[config.mk]
export PLATFORM = sky130hd
export DESIGN_NAME = flags_unit
export DESIGN_NICKNAME = d
export VERILOG_FILES = /design/src/rtl/flags_unit.sv
export SDC_FILE = /design/constraint.sdc
export NUM_CORES = 1
export LEC_CHECK = 0
export CORE_MARGIN = 2
export CORE_UTILIZATION = 48
export CTS_BUF_LIST = sky130_fd_sc_hd__clkbuf_8
export CTS_CLUSTER_SIZE = 25
export DETAILED_ROUTE_END_ITERATION = 10
export GPL_ROUTABILITY_DRIVEN = 0
export MAX_ROUTING_LAYER = met4
export PLACE_DENSITY = 0.84
export SETUP_SLACK_MARGIN = 0.1
export SLEW_MARGIN = 15
export SYNTH_ARGS = -nofsm -noshare
export SYNTH_HDL_FRONTEND = slang
export SYNTH_SLANG_ARGS = --single-unit
[constraint.sdc]
create_clock -name clk -period 5.4 [get_ports clk]
set_input_delay 0.54 -clock clk [delete_from_list [all_inputs] [get_ports clk]]
set_output_delay 0.54 -clock clk [all_outputs]
set_load 0.05 [all_outputs]
[src/rtl/flags_unit.sv]
// flags_unit: computes and registers N/Z/C/V from ALU operations.
// Includes a small LIFO shadow stack used to save/restore flags.
module flags_unit #(
   parameter int STACK_DEPTH = 2,
   parameter int WIDTH       = 32
) (
   input  logic                               clk,
   input  logic                               rst,
   input  logic                               upd_valid,
   output logic                               upd_ready,
   input  logic [2:0]                         op,
   input  logic [WIDTH-1:0]                   operand_a,
   input  logic [WIDTH-1:0]                   operand_b,
   input  logic [WIDTH-1:0]                   logic_result,
   input  logic                               shift_carry,
   input  logic [3:0]                         write_mask,
   input  logic                               save,
   input  logic                               restore,
   output logic [3:0]                         flags,
   output logic [$clog2(STACK_DEPTH+1)-1:0]   stack_count,
   output logic                               stack_error
);

   localparam int CW = $clog2(STACK_DEPTH + 1);
   localparam int IW = (STACK_DEPTH > 1) ? $clog2(STACK_DEPTH) : 1;

   localparam logic [2:0] OP_ADD   = 3'b000;
   localparam logic [2:0] OP_ADC   = 3'b001;
   localparam logic [2:0] OP_SUB   = 3'b010;
   localparam logic [2:0] OP_SBC   = 3'b011;
   localparam logic [2:0] OP_LOGIC = 3'b100;
   localparam logic [2:0] OP_LOAD  = 3'b101;

   // flags layout: {N, Z, C, V}
   logic [3:0]       r_flags;
   logic [CW-1:0]    r_count;
   logic             r_err;
   logic [3:0]       r_stack [STACK_DEPTH];

   logic             w_acc;
   logic [WIDTH-1:0] w_b;
   logic             w_cin;
   logic [WIDTH:0]   w_sum;
   logic             w_v;
   logic [3:0]       w_calc;
   logic [3:0]       w_upd;
   logic             w_save_only;
   logic             w_rest_only;
   logic             w_conflict;
   logic             w_can_push;
   logic             w_can_pop;
   logic [IW-1:0]    w_push_idx;
   logic [IW-1:0]    w_pop_idx;

   // An update colliding with a restore is held off; the producer retries.
   assign upd_ready = ~restore;
   assign w_acc     = upd_valid & upd_ready;

   // Subtract forms invert b; carry-in is 0/1 for ADD/SUB, flags.C otherwise.
   assign w_b   = op[1] ? ~operand_b : operand_b;
   assign w_cin = op[0] ? r_flags[1] : op[1];
   assign w_sum = {1'b0, operand_a} + {1'b0, w_b}
                + {{WIDTH{1'b0}}, w_cin};

   // Overflow on the effective operands covers both add and subtract.
   assign w_v = (operand_a[WIDTH-1] == w_b[WIDTH-1])
             && (w_sum[WIDTH-1] != operand_a[WIDTH-1]);

   // Candidate flag values for the requested op (reserved ops keep old).
   always_comb begin
      w_calc = r_flags;
      unique case (op)
         OP_ADD, OP_ADC, OP_SUB, OP_SBC: begin
            w_calc = {w_sum[WIDTH-1],
                      (w_sum[WIDTH-1:0] == '0),
                      w_sum[WIDTH],
                      w_v};
         end
         OP_LOGIC: begin
            w_calc = {logic_result[WIDTH-1],
                      (logic_result == '0),
                      shift_carry,
                      r_flags[0]};
         end
         OP_LOAD: begin
            w_calc = operand_a[WIDTH-1:WIDTH-4];
         end
         default: begin
            w_calc = r_flags;
         end
      endcase
   end

   assign w_upd = (write_mask & w_calc) | (~write_mask & r_flags);

   assign w_save_only = save & ~restore;
   assign w_rest_only = restore & ~save;
   assign w_conflict  = save & restore;
   assign w_can_push  = (r_count < CW'(STACK_DEPTH));
   assign w_can_pop   = (r_count != '0);
   assign w_push_idx  = IW'(r_count);
   assign w_pop_idx   = IW'(r_count - 1'b1);

   // Flags, stack depth and sticky error; restore wins over updates.
   always_ff @(posedge clk) begin
      if (rst) begin
         r_flags <= 4'b0000;
         r_count <= '0;
         r_err   <= 1'b0;
      end else begin
         if (w_rest_only && w_can_pop) begin
            r_flags <= r_stack[w_pop_idx];
         end else if (w_acc) begin
            r_flags <= w_upd;
         end
         if (w_save_only && w_can_push) begin
            r_count <= r_count + 1'b1;
         end else if (w_rest_only && w_can_pop) begin
            r_count <= r_count - 1'b1;
         end
         if ((w_save_only && !w_can_push)
             || (w_rest_only && !w_can_pop)
             || w_conflict) begin
            r_err <= 1'b1;
         end
      end
   end

   // Stack storage captures the pre-update flags; contents need no reset.
   always_ff @(posedge clk) begin
      if (!rst && w_save_only && w_can_push) begin
         r_stack[w_push_idx] <= r_flags;
      end
   end

   assign flags       = r_flags;
   assign stack_count = r_count;
   assign stack_error = r_err;

endmodule
-- After elaboration in Yosys (flattened, before gate mapping)
Memories as Yosys holds them, arrays and structs flattened.
Index checks and enable logic that the tools add are counted.
- RAM bits: 8
- logic and storage cells: 55
- memories kept: 1
- output and inout bits: 8
- bits of input ports: 109
- flip-flop bits (word level): 7
- memory list (name ; words ; bits a word ; rd ports ; clocked after memory_dff ; wr ports ; line ; text):
    r_stack ; 2 ; 4 ; 1 ; 0 ; 1 ; 38 ; logic [3:0] r_stack [STACK_DEPTH];
- mux-type cells: 9
- reduce and logical (&&, ||, !) cells: 19
- equal/unequal tests: 7
- add/sub/neg operators: 4
- bitwise operators: 11
- magnitude comparators: 1
- operators by type and width (kind ; count):
    32-bit logical NOT ; 2
    32-bit by 32-bit adder with 33-bit output ; 1
    33-bit by 1-bit adder with 33-bit output ; 1
    32-bit 2-to-1 mux ; 1
    32-bit inverter ; 1
    4-bit one-hot mux with 3 select lines ; 1
    4-bit bitwise AND ; 2
    4-bit 2-to-1 mux ; 2
    1-bit logical AND ; 7
    3-bit by 2-bit == test with 1-bit output, second input constant ; 2
    3-bit == test, second input constant ; 2
    2-bit nonzero test ; 3
    1-bit bitwise AND ; 4
    2-bit 2-to-1 mux ; 2
    4-bit inverter ; 1
    4-bit OR ; 1
    4-bit OR reduction ; 1
    3-bit by 1-bit == test with 1-bit output, second input constant ; 1
    1-bit logical NOT ; 3
    3-bit logical NOT ; 1
    1-bit 2-to-1 mux ; 3
    2-bit by 1-bit adder with 2-bit output, second input constant ; 1
    1-bit logical OR ; 2
    2-bit < comparator, second input constant ; 1
    4 further kinds ; 5

-- Logic depth before layout (Yosys ltp)
Gate-level depths: netlist of the first run.
- depth after elaboration: 11
- depth in mapped cells: 15
- depth with buffers taken out: 13

-- Least setup slack after synthesis of the first run
Ideal clock, no wire load.
- path kind: input -> register
- start: input port op[1]
- end: register with a tool-made name
- setup slack: 1.396 ns
- arrival: 3.919 ns
- data required time: 5.316 ns
- stages: 15
- path through: clkbuf_1 -> clkbuf_1 -> xor2_1 -> fa_1 -> inv_1 -> fa_1 -> nor2b_1 -> o2111ai_1 -> a21oi_2 -> or4_1 -> a32o_1 -> nand4b_4 -> nor4_2 -> o2111ai_1 -> o31ai_2
- RTL lines (what ; line ; text):
    start: declaration ; 11 ; input logic [2:0] op,

==> flow_summary.json, run 1 <==
{
  "grt_remaining_overflow": 0,
  "die_h_um": 87.6,
  "clock_latency_ps": 250,
  "ant_nets": 0,
  "cp-start-kind": "input pin",
  "nets": 690,
  "fin_crit_ps": 4290,
  "area_growth_syn_to_layout_pct": 36.7,
  "crit_fanout": 7,
  "drc": 0,
  "ioPinCount": 117,
  "drtIter0Drc": 220,
  "ys_async_sr_fraction_pct": 0,
  "start_util_pct": 49.3,
  "final_core_util_pct": 67.4,
  "tns_ps": 0,
  "worstHoldPathType": "register to register",
  "status": "completed",
  "tightest_slew_ps": 600,
  "critPathKind": "input pin to register",
  "ys_warn_count": 0,
  "cts_tree": "yes",
  "die_w_um": 87.6,
  "core_um2": 6790,
  "grt_usage_pct": 26.5,
  "clock.fmax_ghz": 0.233,
  "powerDensity_nw_per_um2": 184,
  "synth_seq_area_share_pct": 11.3,
  "hold_start": "stack_error",
  "rsz0062_at_grt": "no",
  "fillerInstances": 609,
  "clock_skew_ps": 1.53,
  "cts_resized": 0,
  "cts.clk_slew.worst_paths_ps": 60,
  "critPathLaunch": "op[0]",
  "slowest_delay_ps": 640,
  "synthFlopType": "edfxtp_1",
  "yosysUniqueCellTypes": 80,
  "synth_nets": 587,
  "postCtsSetupBuffers": 0,
  "min_period_over_period_pct": 79.4,
  "diodes": 0,
  "seqCellArea_um2": 380,
  "crit_chain": "clkdlybuf4s50_1 -> mux2_2 -> fa_1 -> inv_1 -> fa_1 -> nor2b_1 -> o2111ai_1 -> a21oi_2 -> or4_1 -> a32o_1 -> nand4b_4 -> nor4_2 -> o2111ai_1 -> o31ai_2",
  "fp.dieArea_um2": 7670,
  "maxCapViolCount": 0,
  "cts_sinks": 15,
  "post-dp-hpwl_um": 8250,
  "h-tree-depth": 1,
  "vias_per_cell": 6.07,
  "critPathRequiredTime_ps": 5560,
  "drive_above_1_share_pct": 5.69,
  "std_cell_rows": 30,
  "cp_num_cells": 14,
  "cts-buffers-inserted": 3,
  "synth_edf_count": 8,
  "totalWireLength_um": 9950,
  "slew_violations": 0,
  "crit_arrival_ps": 4450,
  "wl_per_cell_um": 15.5,
  "critPathCaptureType": "register",
  "first_pass_iters": 5,
  "synth_area_um2": 3350,
  "multi_input_area_um2": 2820,
  "cp_slowest_cell": "clkdlybuf4s50_1",
  "crit_buf_inv": 2,
  "antenna_found_initial": 0,
  "portBuffers": 116,
  "grt_pass1_wl_um": 16200,
  "syn_avg_cell_area_um2": 7.57,
  "relSlewSlack_pct": 59.7,
  "r2r_slack_ps": 1780,
  "num_vias": 3894,
  "synth-seq-cells": 15,
  "clk_path_buf_depth": 2,
  "reg2regPathDepth": 13,
  "p_leak_nw": 1.72,
  "grt_max_degree": 22,
  "crit_family": "compound AO/OA/AOI/OAI gates",
  "root_buffer": "clkbuf_8",
  "postCtsHoldBufs": 0,
  "setup_viol": 0,
  "synthCells": 443,
  "ir_drop_mv": 0.0995,
  "first_global_vias": 3683,
  "hold_violations": 0
}
## final cells by class
class                   count  share of cell area (%)
multi-input cells         396                    61.6
repair buffers            117                    25.4
flip-flops and latches     15                    8.30
well taps                  96                    2.62
inverters                  13                    1.07
clock buffers               3                   0.901
clock inverters             1                  0.0819
## metal layers
layer	track usage, %	wire length (um)
met1	31.8	4180
met2	47.1	5040
met3	2.45	549
met4	7.27	183
met5	-	0
## tightest hold or removal path: stages, from the launching register on
cell and delay, ps:
dfxtp_1 320, nor2_1 50, nor2_1 70
## worst min path at each step
stage,endpoint,slack [ps],depth (start not counted)
floorplan,register,630,4
global placement,stack_error,450,2
detailed placement,stack_error,460,2
finish,stack_error,470,2
global route,stack_error,500,2
CTS,stack_error,470,2
## cells in the mapped netlist (6+ instances only)
cell | number | area, um2
a211oi_1 | 10 | 75.1
xor2_1 | 38 | 333
a21oi_1 | 42 | 210
ha_1 | 33 | 413
clkbuf_1 | 10 | 37.5
nor2b_1 | 11 | 68.8
o2111ai_1 | 6 | 52.6
o211ai_1 | 7 | 52.6
nand2_1 | 32 | 120
a21o_1 | 7 | 52.6
nor4_1 | 11 | 68.8
nor2_1 | 35 | 131
inv_1 | 13 | 48.8
o21a_1 | 11 | 82.6
dfxtp_1 | 7 | 140
nor3_1 | 12 | 60.1
o21ai_0 | 23 | 115
edfxtp_1 | 8 | 240
nand3_1 | 12 | 60.1
nand4_1 | 10 | 62.6
## where the power goes
group          switching, mW  total, mW  internal, mW
registers             0.0140      0.147         0.133
logic                  0.337      0.608         0.271
clock network         0.0365     0.0868        0.0503
## cell families (layout without fill, tap and decap cells)
kind of cell	after synthesis	after routing	synth area share, %
simple gates	158	158	25.3
compound gates	156	156	33.0
xor+xnor	43	43	11.2
fa+ha+maj	35	35	13.5
buf+inv	32	134	4.44
flops	15	15	11.3
mux	4	4	1.23
## metrics by stage
step | std cells | total power, mW | worst slack (ps) | hold slack, ps | instance area (um2)
floorplan | 443 | 0.565 | 1400 | 634 | 3350
global placement | 637 | 0.733 | 1120 | 454 | 4540
detailed placement | 637 | 0.746 | 919 | 463 | 4540
CTS | 641 | 0.834 | 1170 | 474 | 4580
global route | 641 | 0.906 | 929 | 497 | 4580
finish | 641 | 0.842 | 1110 | 468 | 4580
## cells in the final DEF (no fill, tap or decap), drive strengths merged, types with 7 or more instances in the layout
master | synthesis | layout
o211ai | 7 | 7
a21oi | 44 | 44
nor2 | 35 | 35
nor4 | 12 | 12
ha | 33 | 33
edfxtp | 8 | 8
nor3 | 12 | 12
nand4 | 10 | 10
nand2 | 32 | 32
nor2b | 11 | 11
a211oi | 13 | 13
dfxtp | 7 | 7
clkdlybuf4s50 | 0 | 115
o21a | 11 | 11
o21ai | 25 | 25
xor2 | 38 | 38
inv | 13 | 14
nand3 | 12 | 12
a21o | 8 | 8
No activity file was read; power rests on OpenSTA's default activity.
==> inputs of run 2 (changes only) <==
--- a/config.mk
+++ b/config.mk
@@ -6,13 +6,13 @@
 export NUM_CORES = 1
 export LEC_CHECK = 0
 export CORE_MARGIN = 2
-export CORE_UTILIZATION = 48
+export CORE_UTILIZATION = 43
 export CTS_BUF_LIST = sky130_fd_sc_hd__clkbuf_8
 export CTS_CLUSTER_SIZE = 25
 export DETAILED_ROUTE_END_ITERATION = 10
 export GPL_ROUTABILITY_DRIVEN = 0
 export MAX_ROUTING_LAYER = met4
-export PLACE_DENSITY = 0.84
+export PLACE_DENSITY = 0.8
 export SETUP_SLACK_MARGIN = 0.1
 export SLEW_MARGIN = 15
 export SYNTH_ARGS = -nofsm -noshare
==> constraint.sdc (replaced) <==
create_clock -name clk -period 3.6 [get_ports clk]
set_input_delay 0.36 -clock clk [delete_from_list [all_inputs] [get_ports clk]]
set_output_delay 0.36 -clock clk [all_outputs]
set_load 0.05 [all_outputs]
==> flow_summary.json, run 2 (synthesis results as in run 1) <==
{
  "setup_viol": 0,
  "rsz0062_at_grt": "no",
  "drive_above_1_share_pct": 17.1,
  "start_util_pct": 43.8,
  "core_um2": 7650,
  "fin_cells": 676,
  "reg2regPathDepth": 13,
  "critPathRequiredTime_ps": 3770,
  "cp-start-kind": "input pin",
  "final_common_cell": "clkdlybuf4s50_1",
  "clock_latency_ps": 250,
  "r2r_slack_ps": 330,
  "ant_nets": 0,
  "maxCapViolCount": 0,
  "first_global_vias": 3950,
  "tightest_slew_ps": 724,
  "std_cell_rows": 32,
  "cts.clk_slew.worst_paths_ps": 70,
  "hold_end": "stack_error",
  "first_pass_iters": 5,
  "drtIter0Drc": 239,
  "root_buffer": "clkbuf_8",
  "area_growth_syn_to_layout_pct": 50.4,
  "critPathCaptureType": "register",
  "grt_max_degree": 14,
  "grt_usage_pct": 25.6,
  "clock.fmax_ghz": 0.296,
  "totalWireLength_um": 11100,
  "ir_drop_mv": 0.129,
  "cts_sinks": 15,
  "wl_per_cell_um": 16.5,
  "slowest_delay_ps": 480,
  "cts-buffers-inserted": 3,
  "crit_chain": "clkdlybuf4s50_1 -> xor2_1 -> ha_1 -> a21oi_4 -> a211oi_2 -> o211ai_1 -> a211oi_2 -> o31a_1 -> o211ai_1 -> nor4b_2 -> o2111ai_2 -> o31ai_2",
  "clock_skew_ps": 3.55,
  "antenna_found_initial": 0,
  "die_w_um": 92.3,
  "die_h_um": 92.3,
  "hold_start": "stack_error",
  "post-dp-hpwl_um": 9000,
  "powerDensity_nw_per_um2": 281,
  "fin_crit_ps": 3380,
  "vias_per_cell": 6.05,
  "placedCellCount": 660,
  "status": "completed",
  "slew_violations": 0,
  "min_path_cells": 2,
  "p_leak_nw": 1.93,
  "min_period_over_period_pct": 93.8,
  "fp.dieArea_um2": 8520,
  "clk_path_buf_depth": 2,
  "hold_violations": 0,
  "setup_slack_ps": 225,
  "crit_arrival_ps": 3550,
  "relSlewSlack_pct": 51.4,
  "cp_slowest_cell": "clkdlybuf4s50_1",
  "portBuffers": 116,
  "nets": 719,
  "critPathKind": "input pin to register",
  "ioPinCount": 117,
  "diodes": 0,
  "worstHoldPathType": "register to register",
  "grt_remaining_overflow": 0,
  "num_vias": 4092,
  "cts_tree": "yes",
  "crit_buf_inv": 1,
  "grt_pass1_wl_um": 17900,
  "pre_cts_ws_ps": -261,
  "h-tree-depth": 1,
  "crit_fanout": 5,
  "drc": 0,
  "crit_family": "compound AO/OA/AOI/OAI gates",
  "final_cell_mix": "111 x clkdlybuf4s50_1, 37 x a21oi_1, 36 x xor2_1"
}
run 2: worst max path at each step:
stage                  from        to  slack, ps  depth (start not counted)
3_3_place_gp          op[0]  register       -170                         13
3_5_place_dp          op[0]  register       -260                         13
5_1_grt        operand_b[2]  register         70                         12
6_report       operand_b[2]  register        220                         12
4_1_cts        operand_b[0]  register        120                         15
2_1_floorplan         op[0]  register        200                         13
run 2: cell type report:
type | instances | area, um2
sequential | 15 | 380
inverter | 13 | 48.8
tap | 102 | 128
clock inverter | 1 | 5.00
timing repair buffer | 146 | 1400
multi-input combinational | 396 | 3040
fill | 627 | 2610
clock buffer | 3 | 41.3
run 2: metal layers:
layer | up-vias | routed length, um | track usage [%]
li1 | 1957 | - | -
met1 | 1894 | 4520 | 30.4
met2 | 206 | 5620 | 46.0
met3 | 35 | 736 | 3.01
met4 | 0 | 269 | 7.09
met5 | - | 0 | -
run 2: worst register-to-register path: stages (launching register included):
cell and delay, ps:
dfxtp_1 350, mux2_4 280, fa_2 370, inv_2 70, fa_2 230, nor2b_4 60, o2111ai_4 190, a21oi_2 100
or4_4 500, a32o_1 220, nand4b_4 170, nor4_4 280, o2111ai_2 170, o31ai_2 200
run 2: timing repair:
action | CTS | global route
buffers inserted | 3 | 9
endpoints found under the setup margin | 1 | 1
pin swaps | 8 | 24
hold buffers | 0 | 0
gates resized for setup | 11 | 41
run 2: where the power goes:
group / switching [mW] / total [mW] / internal, mW / leakage, nW
Clock: 0.0638 / 0.141 / 0.0767 / 0.0255
Combinational: 0.579 / 1.06 / 0.483 / 1.78
Sequential: 0.0139 / 0.214 / 0.200 / 0.132
Total: 0.657 / 1.42 / 0.760 / 1.93
run 2: stage by stage:
step           util, %  total power [mW]  hold slack, ps  TNS [ps]  cell area [um2]
2_1_floorplan        -             0.852             458         0             3370
3_3_place_gp      61.2              1.14             451      -175             4680
3_5_place_dp      61.2              1.16             463      -359             4680
4_1_cts           62.7              1.32             478         0             4790
5_1_grt           65.9              1.51             517         0             5040
6_report          65.9              1.42             473         0             5040
